<file path="src/rtl/instr_encoder_loader_pkg.sv">
// Shared encoding definitions for the instruction encoder/loader: mnemonic codes,
// the 6-bit opcodes the ID-stage decoder expects, field positions and word packers.
package instr_encoder_loader_pkg;

    localparam int MNEM_W = 5;
    localparam int OP_W   = 6;
    localparam int REG_W  = 5;
    localparam int IMM_W  = 16;
    localparam int WORD_W = 32;

    localparam int OP_LSB  = 26;
    localparam int RD_LSB  = 21;
    localparam int RS1_LSB = 16;
    localparam int RS2_LSB = 11;

    localparam logic [MNEM_W-1:0] MN_NOP  = 5'd0;
    localparam logic [MNEM_W-1:0] MN_ADD  = 5'd1;
    localparam logic [MNEM_W-1:0] MN_SUB  = 5'd2;
    localparam logic [MNEM_W-1:0] MN_AND  = 5'd3;
    localparam logic [MNEM_W-1:0] MN_OR   = 5'd4;
    localparam logic [MNEM_W-1:0] MN_NOR  = 5'd5;
    localparam logic [MNEM_W-1:0] MN_XOR  = 5'd6;
    localparam logic [MNEM_W-1:0] MN_SLA  = 5'd7;
    localparam logic [MNEM_W-1:0] MN_SLL  = 5'd8;
    localparam logic [MNEM_W-1:0] MN_SRA  = 5'd9;
    localparam logic [MNEM_W-1:0] MN_SRL  = 5'd10;
    localparam logic [MNEM_W-1:0] MN_ADDI = 5'd11;
    localparam logic [MNEM_W-1:0] MN_SUBI = 5'd12;
    localparam logic [MNEM_W-1:0] MN_LD   = 5'd13;
    localparam logic [MNEM_W-1:0] MN_ST   = 5'd14;
    localparam logic [MNEM_W-1:0] MN_BEZ  = 5'd15;
    localparam logic [MNEM_W-1:0] MN_BNE  = 5'd16;
    localparam logic [MNEM_W-1:0] MN_JMP  = 5'd17;

    localparam logic [OP_W-1:0] OP_ADD  = 6'b000001;
    localparam logic [OP_W-1:0] OP_SUB  = 6'b000011;
    localparam logic [OP_W-1:0] OP_AND  = 6'b000101;
    localparam logic [OP_W-1:0] OP_OR   = 6'b000110;
    localparam logic [OP_W-1:0] OP_NOR  = 6'b000111;
    localparam logic [OP_W-1:0] OP_XOR  = 6'b001000;
    localparam logic [OP_W-1:0] OP_SLA  = 6'b001001;
    localparam logic [OP_W-1:0] OP_SLL  = 6'b001010;
    localparam logic [OP_W-1:0] OP_SRA  = 6'b001011;
    localparam logic [OP_W-1:0] OP_SRL  = 6'b001100;
    localparam logic [OP_W-1:0] OP_ADDI = 6'b100000;
    localparam logic [OP_W-1:0] OP_SUBI = 6'b100001;
    localparam logic [OP_W-1:0] OP_LD   = 6'b100100;
    localparam logic [OP_W-1:0] OP_ST   = 6'b100101;
    localparam logic [OP_W-1:0] OP_BEZ  = 6'b101000;
    localparam logic [OP_W-1:0] OP_BNE  = 6'b101001;
    localparam logic [OP_W-1:0] OP_JMP  = 6'b101010;

    typedef enum logic [1:0] {
        ST_IDLE,
        ST_WRITE,
        ST_FULL
    } state_t;

    function automatic logic [WORD_W-1:0] pack_r(input logic [OP_W-1:0] op,
                                                 input logic [REG_W-1:0] rd,
                                                 input logic [REG_W-1:0] rs1,
                                                 input logic [REG_W-1:0] rs2);
        logic [WORD_W-1:0] w;
        w = '0;
        w[OP_LSB +: OP_W]   = op;
        w[RD_LSB +: REG_W]  = rd;
        w[RS1_LSB +: REG_W] = rs1;
        w[RS2_LSB +: REG_W] = rs2;
        return w;
    endfunction

    function automatic logic [WORD_W-1:0] pack_i(input logic [OP_W-1:0] op,
                                                 input logic [REG_W-1:0] rd,
                                                 input logic [REG_W-1:0] rs1,
                                                 input logic [IMM_W-1:0] imm);
        logic [WORD_W-1:0] w;
        w = '0;
        w[OP_LSB +: OP_W]   = op;
        w[RD_LSB +: REG_W]  = rd;
        w[RS1_LSB +: REG_W] = rs1;
        w[0 +: IMM_W]       = imm;
        return w;
    endfunction

endpackage

</file>
<file path="src/rtl/instr_encoder_loader_instr_pack.sv">
// Combinational packer: symbolic mnemonic plus fields to a 32-bit instruction word.
// Fields a format does not use are passed as zero so stray inputs never leak into the word.
module instr_pack
    import instr_encoder_loader_pkg::*;
(
    input  logic [MNEM_W-1:0] mnem,
    input  logic [REG_W-1:0]  rd,
    input  logic [REG_W-1:0]  rs1,
    input  logic [REG_W-1:0]  rs2,
    input  logic [IMM_W-1:0]  imm,
    output logic              legal,
    output logic [WORD_W-1:0] word
);

    always_comb begin
        legal = 1'b1;
        word  = '0;
        unique case (mnem)
            MN_NOP:  word = '0;
            MN_ADD:  word = pack_r(OP_ADD, rd, rs1, rs2);
            MN_SUB:  word = pack_r(OP_SUB, rd, rs1, rs2);
            MN_AND:  word = pack_r(OP_AND, rd, rs1, rs2);
            MN_OR:   word = pack_r(OP_OR,  rd, rs1, rs2);
            MN_NOR:  word = pack_r(OP_NOR, rd, rs1, rs2);
            MN_XOR:  word = pack_r(OP_XOR, rd, rs1, rs2);
            MN_SLA:  word = pack_r(OP_SLA, rd, rs1, rs2);
            MN_SLL:  word = pack_r(OP_SLL, rd, rs1, rs2);
            MN_SRA:  word = pack_r(OP_SRA, rd, rs1, rs2);
            MN_SRL:  word = pack_r(OP_SRL, rd, rs1, rs2);
            MN_ADDI: word = pack_i(OP_ADDI, rd, rs1, imm);
            MN_SUBI: word = pack_i(OP_SUBI, rd, rs1, imm);
            MN_LD:   word = pack_i(OP_LD,   rd, rs1, imm);
            MN_ST:   word = pack_i(OP_ST,   rd, rs1, imm);
            MN_BEZ:  word = pack_i(OP_BEZ,  '0, rs1, imm);
            MN_BNE:  word = pack_i(OP_BNE,  rd, rs1, imm);
            MN_JMP:  word = pack_i(OP_JMP,  '0, '0,  imm);
            default: legal = 1'b0;
        endcase
    end

endmodule

</file>
<file path="src/rtl/instr_encoder_loader.sv">
// Program loader: accepts symbolic instructions, encodes them and writes them to
// instruction memory one word at a time, holding each write request until acked.
module instr_encoder_loader
    import instr_encoder_loader_pkg::*;
#(
    parameter int          DEPTH     = 64,
    parameter logic [31:0] BASE_ADDR = 32'h0,
    parameter int          ADDR_W    = 32
) (
    input  logic                       clk,
    input  logic                       rst_n,
    input  logic                       clear,
    input  logic                       in_valid,
    output logic                       in_ready,
    input  logic [MNEM_W-1:0]          in_mnem,
    input  logic [REG_W-1:0]           in_rd,
    input  logic [REG_W-1:0]           in_rs1,
    input  logic [REG_W-1:0]           in_rs2,
    input  logic [IMM_W-1:0]           in_imm,
    output logic                       imem_we,
    output logic [ADDR_W-1:0]          imem_addr,
    output logic [WORD_W-1:0]          imem_wdata,
    input  logic                       imem_ack,
    output logic                       err_illegal,
    output logic                       full,
    output logic [$clog2(DEPTH+1)-1:0] count
);

    localparam int CNT_W = $clog2(DEPTH + 1);
    localparam logic [ADDR_W-1:0] BASE = ADDR_W'(BASE_ADDR);

    state_t            state;
    state_t            state_next;
    logic              pack_legal;
    logic [WORD_W-1:0] pack_word;
    logic              take;

    instr_pack u_pack (
        .mnem  (in_mnem),
        .rd    (in_rd),
        .rs1   (in_rs1),
        .rs2   (in_rs2),
        .imm   (in_imm),
        .legal (pack_legal),
        .word  (pack_word)
    );

    assign in_ready = rst_n && (state == ST_IDLE);
    assign imem_we  = (state == ST_WRITE);
    assign full     = (state == ST_FULL);
    assign take     = (state == ST_IDLE) && in_valid && !clear;

    always_ff @(posedge clk) begin
        if (!rst_n) begin
            state <= ST_IDLE;
        end else begin
            state <= state_next;
        end
    end

    // The ack of the DEPTH-th word moves to FULL; clear overrides every transition.
    always_comb begin
        state_next = state;
        unique case (state)
            ST_IDLE:  if (in_valid && pack_legal) state_next = ST_WRITE;
            ST_WRITE: if (imem_ack) state_next = (count == CNT_W'(DEPTH - 1)) ? ST_FULL : ST_IDLE;
            ST_FULL:  state_next = ST_FULL;
            default:  state_next = ST_IDLE;
        endcase
        if (clear) begin
            state_next = ST_IDLE;
        end
    end

    always_ff @(posedge clk) begin
        if (!rst_n) begin
            imem_addr   <= BASE;
            imem_wdata  <= '0;
            count       <= '0;
            err_illegal <= 1'b0;
        end else begin
            err_illegal <= 1'b0;
            if (clear) begin
                imem_addr <= BASE;
                count     <= '0;
            end else begin
                if (take) begin
                    if (pack_legal) begin
                        imem_wdata <= pack_word;
                    end else begin
                        err_illegal <= 1'b1;
                    end
                end
                if ((state == ST_WRITE) && imem_ack) begin
                    imem_addr <= imem_addr + ADDR_W'(4);
                    count     <= count + CNT_W'(1);
                end
            end
        end
    end

endmodule

</file>
<file path="config.mk">
export PLATFORM = sky130hd
export DESIGN_NAME = instr_encoder_loader
export DESIGN_NICKNAME = d
export VERILOG_FILES = /design/src/rtl/instr_encoder_loader_pkg.sv /design/src/rtl/instr_encoder_loader_instr_pack.sv /design/src/rtl/instr_encoder_loader.sv
export SDC_FILE = /design/constraint.sdc
export NUM_CORES = 1
export LEC_CHECK = 0
export CORE_ASPECT_RATIO = 2
export CORE_UTILIZATION = 35
export CTS_CLUSTER_DIAMETER = 120
export DETAILED_ROUTE_END_ITERATION = 12
export PLACE_DENSITY = 0.65
export SLEW_MARGIN = 25
export SYNTH_ARGS = -nofsm -noshare
export SYNTH_HDL_FRONTEND = slang
export SYNTH_HIERARCHICAL = 1
export SYNTH_SLANG_ARGS = --single-unit
</file>
<file path="constraint.sdc">
create_clock -name clk -period 2.6 [get_ports clk]
set_input_delay 0.52 -clock clk [delete_from_list [all_inputs] [get_ports clk]]
set_output_delay 0.52 -clock clk [all_outputs]
set_load 0.01 [all_outputs]
</file>
==> flow_summary_export.csv, run 1 <==
group,metric,value,unit
status,status,"finished, final reports clean",
setup_path,worstSetupPathType,"in2out",
setup_path,crit_path_end_kind,"primary output",
setup_path,required,2.08,ns
route,vias,3495,
timing,drv_slew,0,
clocking,cts_tree,"done",
synth,synth_edf_count,0,
timing,relSlewSlack,45.51,%
synth,yosys.cell_types.count,49,
placement,hpwl,7539,um
synth,seq_area_frac_synth,40.44,%
placement,postPlaceCellArea,4880,um^2
route,ant_nets,0,
placement,place_ws,-0.002657,ns
setup_path,worstPathMaxFanout,2,
setup_path,cp-start-kind,"input port",
timing,setup_ws,0.3033,ns
die,start_util,36.27,%
timing,holdWs,0.4622,ns
clocking,cts.sinks,72,
synth,yosys.area.top_type,"dfxtp_1",
setup_path,cp.arrival,1.78,ns
clocking,cts_hold_buffers,0,
placement,gp_congestion,0.8526,
cells_and_area,final_cell_mix,"113 x clkdlybuf4s50_1, 89 x nand2_1, 72 x dfxtp_1",
die,dieHeight,144.7,um
global_route,grt_max_degree,36,
power_and_ir_drop,ir_drop,340.2,uV
global_route,track_usage,20.32,%
route,drt-wirelength-per-cell,14.74,um
synth,netlist_area,3565,um^2
timing,post-route-period-util,88.33,%
route,drcViolationCount,0,
power_and_ir_drop,power_density,516.9,nW/um^2
global_route,grt_pass1_wl,16570,um
global_route,grt_pass1_vias,3395,
clocking,cts_root_buffer,"clkbuf_16",
clocking,cts_setup_buffers,0,
synth,syn_area_per_cell,8.120,um^2
setup_path,critPathTopFamily,"buffers and inverters",
cells_and_area,nets,596,
synth,synth_area_leaders,"dfxtp_1 40%, nand2_1 9.4%, a21boi_0 6.7%, and2_1 3.0%, a21oi_1 2.5%",
synth,synth_top_cell_area_share,40.44,%
setup_path,path_buf_inv,2,
power_and_ir_drop,leakage,1.742,nW
synth,synth_seq_cells,72,
clocking,clk_latency,0.33,ns
setup_path,slowest_stage,"clkdlybuf4s50_1",
timing,fin_skew,0.009925,ns
die,dieArea,10620,um^2
placement,portBuffers,113,
timing,max_slew.worst_pin.slew,0.8098,ns
timing,rsz0062_at_grt,"no",
cells_and_area,layout-area-overhead-vs-synth,45.91,%
timing,setup_viol,0,
timing,hold_viol,0,
cells_and_area,layout_commonest_cell,"clkdlybuf4s50_1",
die,ios,116,
setup_path,max_stage_delay,0.59,ns
die,num_rows,51,
global_route,grt_overflow,0,
job,max-cap-violations,0,
clocking,clkSlewWorstSetupHoldPaths,0.05,ns
synth,async_flop_share,0,%
route,wl,10170,um
timing,setup_tns,0,ns
global_route,antenna_found_initial,0,
synth,syn_inst,439,
die,core,9827,um^2
cells_and_area,finalInstanceArea,5201,um^2
setup_path,path_cells,"clkdlybuf4s50_1 > nor3b_1 > clkdlybuf4s50_1",
cells_and_area,drive_gt1_share,7.885,%
synth,synth-main-ff-cell,"dfxtp_1",
clocking,cts_resized,0,
route,firstDrtPassIters,4,
route,routed_via_density,5.065,
cells_and_area,antenna_cells,0,
die,die_w,73.36,um
synth,synth_warnings,6,
clocking,cts_inserted_buffers,9,
route,drt_iter0_markers,116,
timing,max_freq,0.4354,GHz
worst_hold_path,min_path_type,"reg2reg",
setup_path,critical_path.most_common_cell,"clkdlybuf4s50_1",
timing,min_period,2.297,ns
clocking,clk_path_buf_depth,2,
clocking,htreeDepth,3,
==> cells in the mapped netlist, drive strengths merged, types with 2 or more instances <==
cell type	instances
nor2	23
nor4	8
a21boi	32
nand2b	10
o21a	2
conb	2
nand4	15
inv	5
xnor2	8
nor3b	8
clkbuf	21
nand2	89
nand3	13
a32oi	2
o311ai	4
a211oi	2
or3	6
mux2i	3
buf	10
and4	3
nor2b	4
and2	17
ha	2
mux2	2
o31ai	7
a21oi	18
a22o	5
dfxtp	72
and3	3
nor3	2
xor2	10
or4	9
o21ai	12
==> worst min-delay path, stage by stage, from the launching register on <==
cell and delay, ns:
dfxtp_1 0.31, nand2_1 0.05, a21boi_0 0.06
==> flip-flops by register name, indices dropped and copies added, names as in the netlist <==
signal / flops
imem_wdata: 32
imem_addr: 30
state: 2
count: 7
err_illegal: 1
==> report_power, final <==
| part | internal, mW | switching [mW] |
|---|---|---|
| combinational | 0.132 | 0.111 |
| sequential | 1.11 | 0.00844 |
| clock | 0.860 | 0.462 |
| total | 2.11 | 0.582 |
==> through the flow <==
stage          instances  power [mW]  util, %
2_1_floorplan        440       1.264        -
3_3_place_gp         674       1.386    49.66
3_5_place_dp         674       1.390    49.66
4_1_cts              690       2.719    52.93
5_1_grt              690       2.795    52.93
6_report             690       2.688    52.93
==> cell families (layout without fill, tap and decap cells) <==
| logic type | count (synthesis) | in the layout | synth area share (%) |
|---|---|---|---|
| adders and majority gates | 2 | 2 | 0.7019 |
| buffers and inverters | 36 | 154 | 4.493 |
| other | 2 | 3 | 0.2107 |
| muxes | 5 | 5 | 1.474 |
| AOI/OAI and AO/OA | 88 | 88 | 17.02 |
| DFF | 72 | 72 | 40.44 |
| and+or+nand+nor | 216 | 216 | 31.24 |
| xor gates and xnor gates | 18 | 18 | 4.423 |
==> layer usage <==
layer  up-vias  GRT usage [%]  wire length (um)
met1      1624          20.47              3801
li1       1759              -                 -
met4         0          9.615               282
met5         -              0                 0
met3        17          5.125               524
met2        95          37.87              5566
==> layout make-up <==
class,instances,area [um^2]
clock buffer,10,239.0
inverter,5,18.77
fill,969,4626
timing repair buffer,133,1281
multi-input combinational,332,1973
clock inverter,6,82.58
sequential,72,1441
tap,132,165.2
==> final timing paths <==
check / start / cells past startpoint / slack [ns] / to
worst min-delay path: imem_wdata[23] / 2 / 0.46 / imem_wdata[23]
worst max-delay path: rst_n / 3 / 0.30 / in_ready
worst max register to register: imem_addr[5] / 4 / 0.37 / imem_addr[29]
worst min register to register: imem_wdata[23] / 2 / 0.46 / imem_wdata[23]
(Power assumes the default switching activity.)
==> inputs of run 2 (changes only) <==
--- a/config.mk
+++ b/config.mk
@@ -6,4 +6,5 @@
 export NUM_CORES = 1
 export LEC_CHECK = 0
+export ABC_CLOCK_PERIOD_IN_PS = 2600
 export CORE_ASPECT_RATIO = 2
 export CORE_UTILIZATION = 35
==> constraint.sdc (replaced) <==
create_clock -name clk -period 2.6 [get_ports clk]
set_input_delay 0.26 -clock clk [delete_from_list [all_inputs] [get_ports clk]]
set_output_delay 0.26 -clock clk [all_outputs]
set_load 0.01 [all_outputs]
==> flow_summary_export.csv, run 2 (same netlist as run 1, synthesis figures left out) <==
group,metric,value,unit
placement,place_inst,666,
setup_path,cp-start-kind,"register",
cells_and_area,top_register,"imem_wdata",
global_route,grt_pass1_vias,3350,
setup_path,worstSetupPathType,"reg2reg",
status,status,"finished, final reports clean",
cells_and_area,layout-area-overhead-vs-synth,43.95,%
global_route,grt_overflow,0,
timing,rsz0062_at_grt,"no",
setup_path,crit_path_end_kind,"register",
die,die_w,73.36,um
route,drt-wirelength-per-cell,14.54,um
cells_and_area,antenna_cells,0,
timing,max_slew.worst_pin.slew,0.7187,ns
route,drcViolationCount,0,
setup_path,r2r_setup_slack,0.27,ns
cells_and_area,drive_gt1_share,6.364,%
cells_and_area,largestRegisters,"imem_wdata x32, imem_addr x30, count x7",
setup_path,required,2.86,ns
placement,postPlaceCellArea,4832,um^2
clocking,clk_path_buf_depth,2,
cells_and_area,utilization,52.22,%
clocking,cts_root_buffer,"clkbuf_16",
route,ant_nets,0,
route,drt_iter0_markers,111,
timing,hold_viol,0,
power_and_ir_drop,power,2.588,mW
cells_and_area,seqCellArea,1441,um^2
placement,hpwl,7450,um
route,routed_via_density,5.126,
timing,setup_viol,0,
placement,portBuffers,113,
placement,gp_congestion,0.7932,
worst_hold_path,min_path_type,"reg2reg",
route,vias,3496,
job,max-cap-violations,0,
clocking,cts.sinks,72,
timing,drv_slew,0,
timing,relSlewSlack,51.64,%
setup_path,startpoint,"imem_addr[5]",
die,core,9827,um^2
die,dieHeight,144.7,um
worst_hold_path,whs_endpoint,"imem_wdata[20]",
cells_and_area,nets,588,
clocking,cts_setup_buffers,0,
timing,fin_skew,0.006392,ns
setup_path,r2r_start,"imem_addr[5]",
clocking,cts_inserted_buffers,9,
die,ios,116,
setup_path,reg2reg_to,"imem_addr[29]",
setup_path,slowest_stage,"or4_1",
timing,max_freq,0.4291,GHz
global_route,antenna_found_initial,0,
power_and_ir_drop,ir_drop,343.7,uV
worst_hold_path,min_from,"imem_wdata[20]",
cells_and_area,final_cells,682,
cells_and_area,largest_register_ffs,32,
clocking,clk_latency,0.33,ns
route,firstDrtPassIters,4,
clocking,cts_resized,0,
global_route,grt_pass1_wl,15970,um
setup_path,critical_path.most_common_cell,"or4_1",
setup_path,max_stage_delay,0.84,ns
worst_hold_path,hold_path_depth,2,
cells_and_area,layout_commonest_cell,"clkdlybuf4s50_1",
cells_and_area,final_cell_mix,"113 x clkdlybuf4s50_1, 89 x nand2_1, 72 x dfxtp_1",
cells_and_area,multi_input_area,1973,um^2
cells_and_area,filler_cell_count,984,
die,dieArea,10620,um^2
die,num_rows,51,
setup_path,path_cells,"nand4_2 > or4_1 > or4_1 > a21oi_1",
timing,setup_tns,0,ns
clocking,cts_tree,"done",
timing,post-route-period-util,89.63,%
clocking,cts_hold_buffers,0,
setup_path,r2r.worst_path.cells,4,
clocking,htreeDepth,3,
power_and_ir_drop,leakage,1.685,nW
setup_path,worstPathMaxFanout,17,
power_and_ir_drop,power_density,504.4,nW/um^2
timing,min_period,2.330,ns
global_route,grt_max_degree,36,
route,wl,9918,um
clocking,clkSlewWorstSetupHoldPaths,0.06,ns
global_route,track_usage,19.74,%
die,start_util,36.27,%
setup_path,cp.arrival,2.60,ns
cells_and_area,finalInstanceArea,5131,um^2
run 2: cell types whose count changed in the layout (fill, tap and decap cells not counted), sizes merged:
cell,delta
buf,-8
clkinvlp,+2
bufinv,-1
clkinv,-1
run 2: cell type report:
class                      instances  share of cell area [%]
multi-input combinational        332                   38.45
sequential                        72                   28.09
clock inverter                     6                   1.366
inverter                           5                  0.3658
tap                              132                   3.219
timing repair buffer             125                   24.04
clock buffer                      10                   4.462
run 2: report_power, final:
group	internal (mW)	total (mW)	leakage, nW	switching, mW
registers	1.11	1.12	0.581	0.00828
clock network	0.746	1.23	0.135	0.482
logic	0.127	0.237	0.969	0.110
run 2: worst max-delay path by stage:
| stage | endpoint | slack, ns | cells past startpoint |
|---|---|---|---|
| after floorplan | imem_addr[30] | 0.57 | 6 |
| after global placement | imem_wdata[29] | 0.30 | 7 |
| after detailed placement | imem_wdata[8] | 0.26 | 7 |
| after CTS | imem_addr[29] | 0.26 | 4 |
| after global routing | imem_addr[29] | 0.12 | 4 |
| final | imem_addr[29] | 0.27 | 4 |
run 2: layer usage:
metal  vias up  wire length [um]  GRT usage [%]
met2       102              5594          38.06
met1      1632              3540          18.52
met4         0               259          9.818
met3        17               523          5.055
met5         -                 0              0
li1       1745                 -              -
run 2: per-stage QoR:
step,hold WS (ns),setup slack (ns)
global placement,0.4494,0.3011
detailed placement,0.4582,0.2602
floorplan,0.3927,0.5704
CTS,0.4668,0.2558
finish,0.4634,0.2696
global route,0.4840,0.1190
run 2: critical path, delay by kind of cell (launching register included):
family | cells | cell delay, ns
and+or+nand+nor | 3 | 1.67
DFF | 1 | 0.45
AOI/OAI and AO/OA | 1 | 0.14
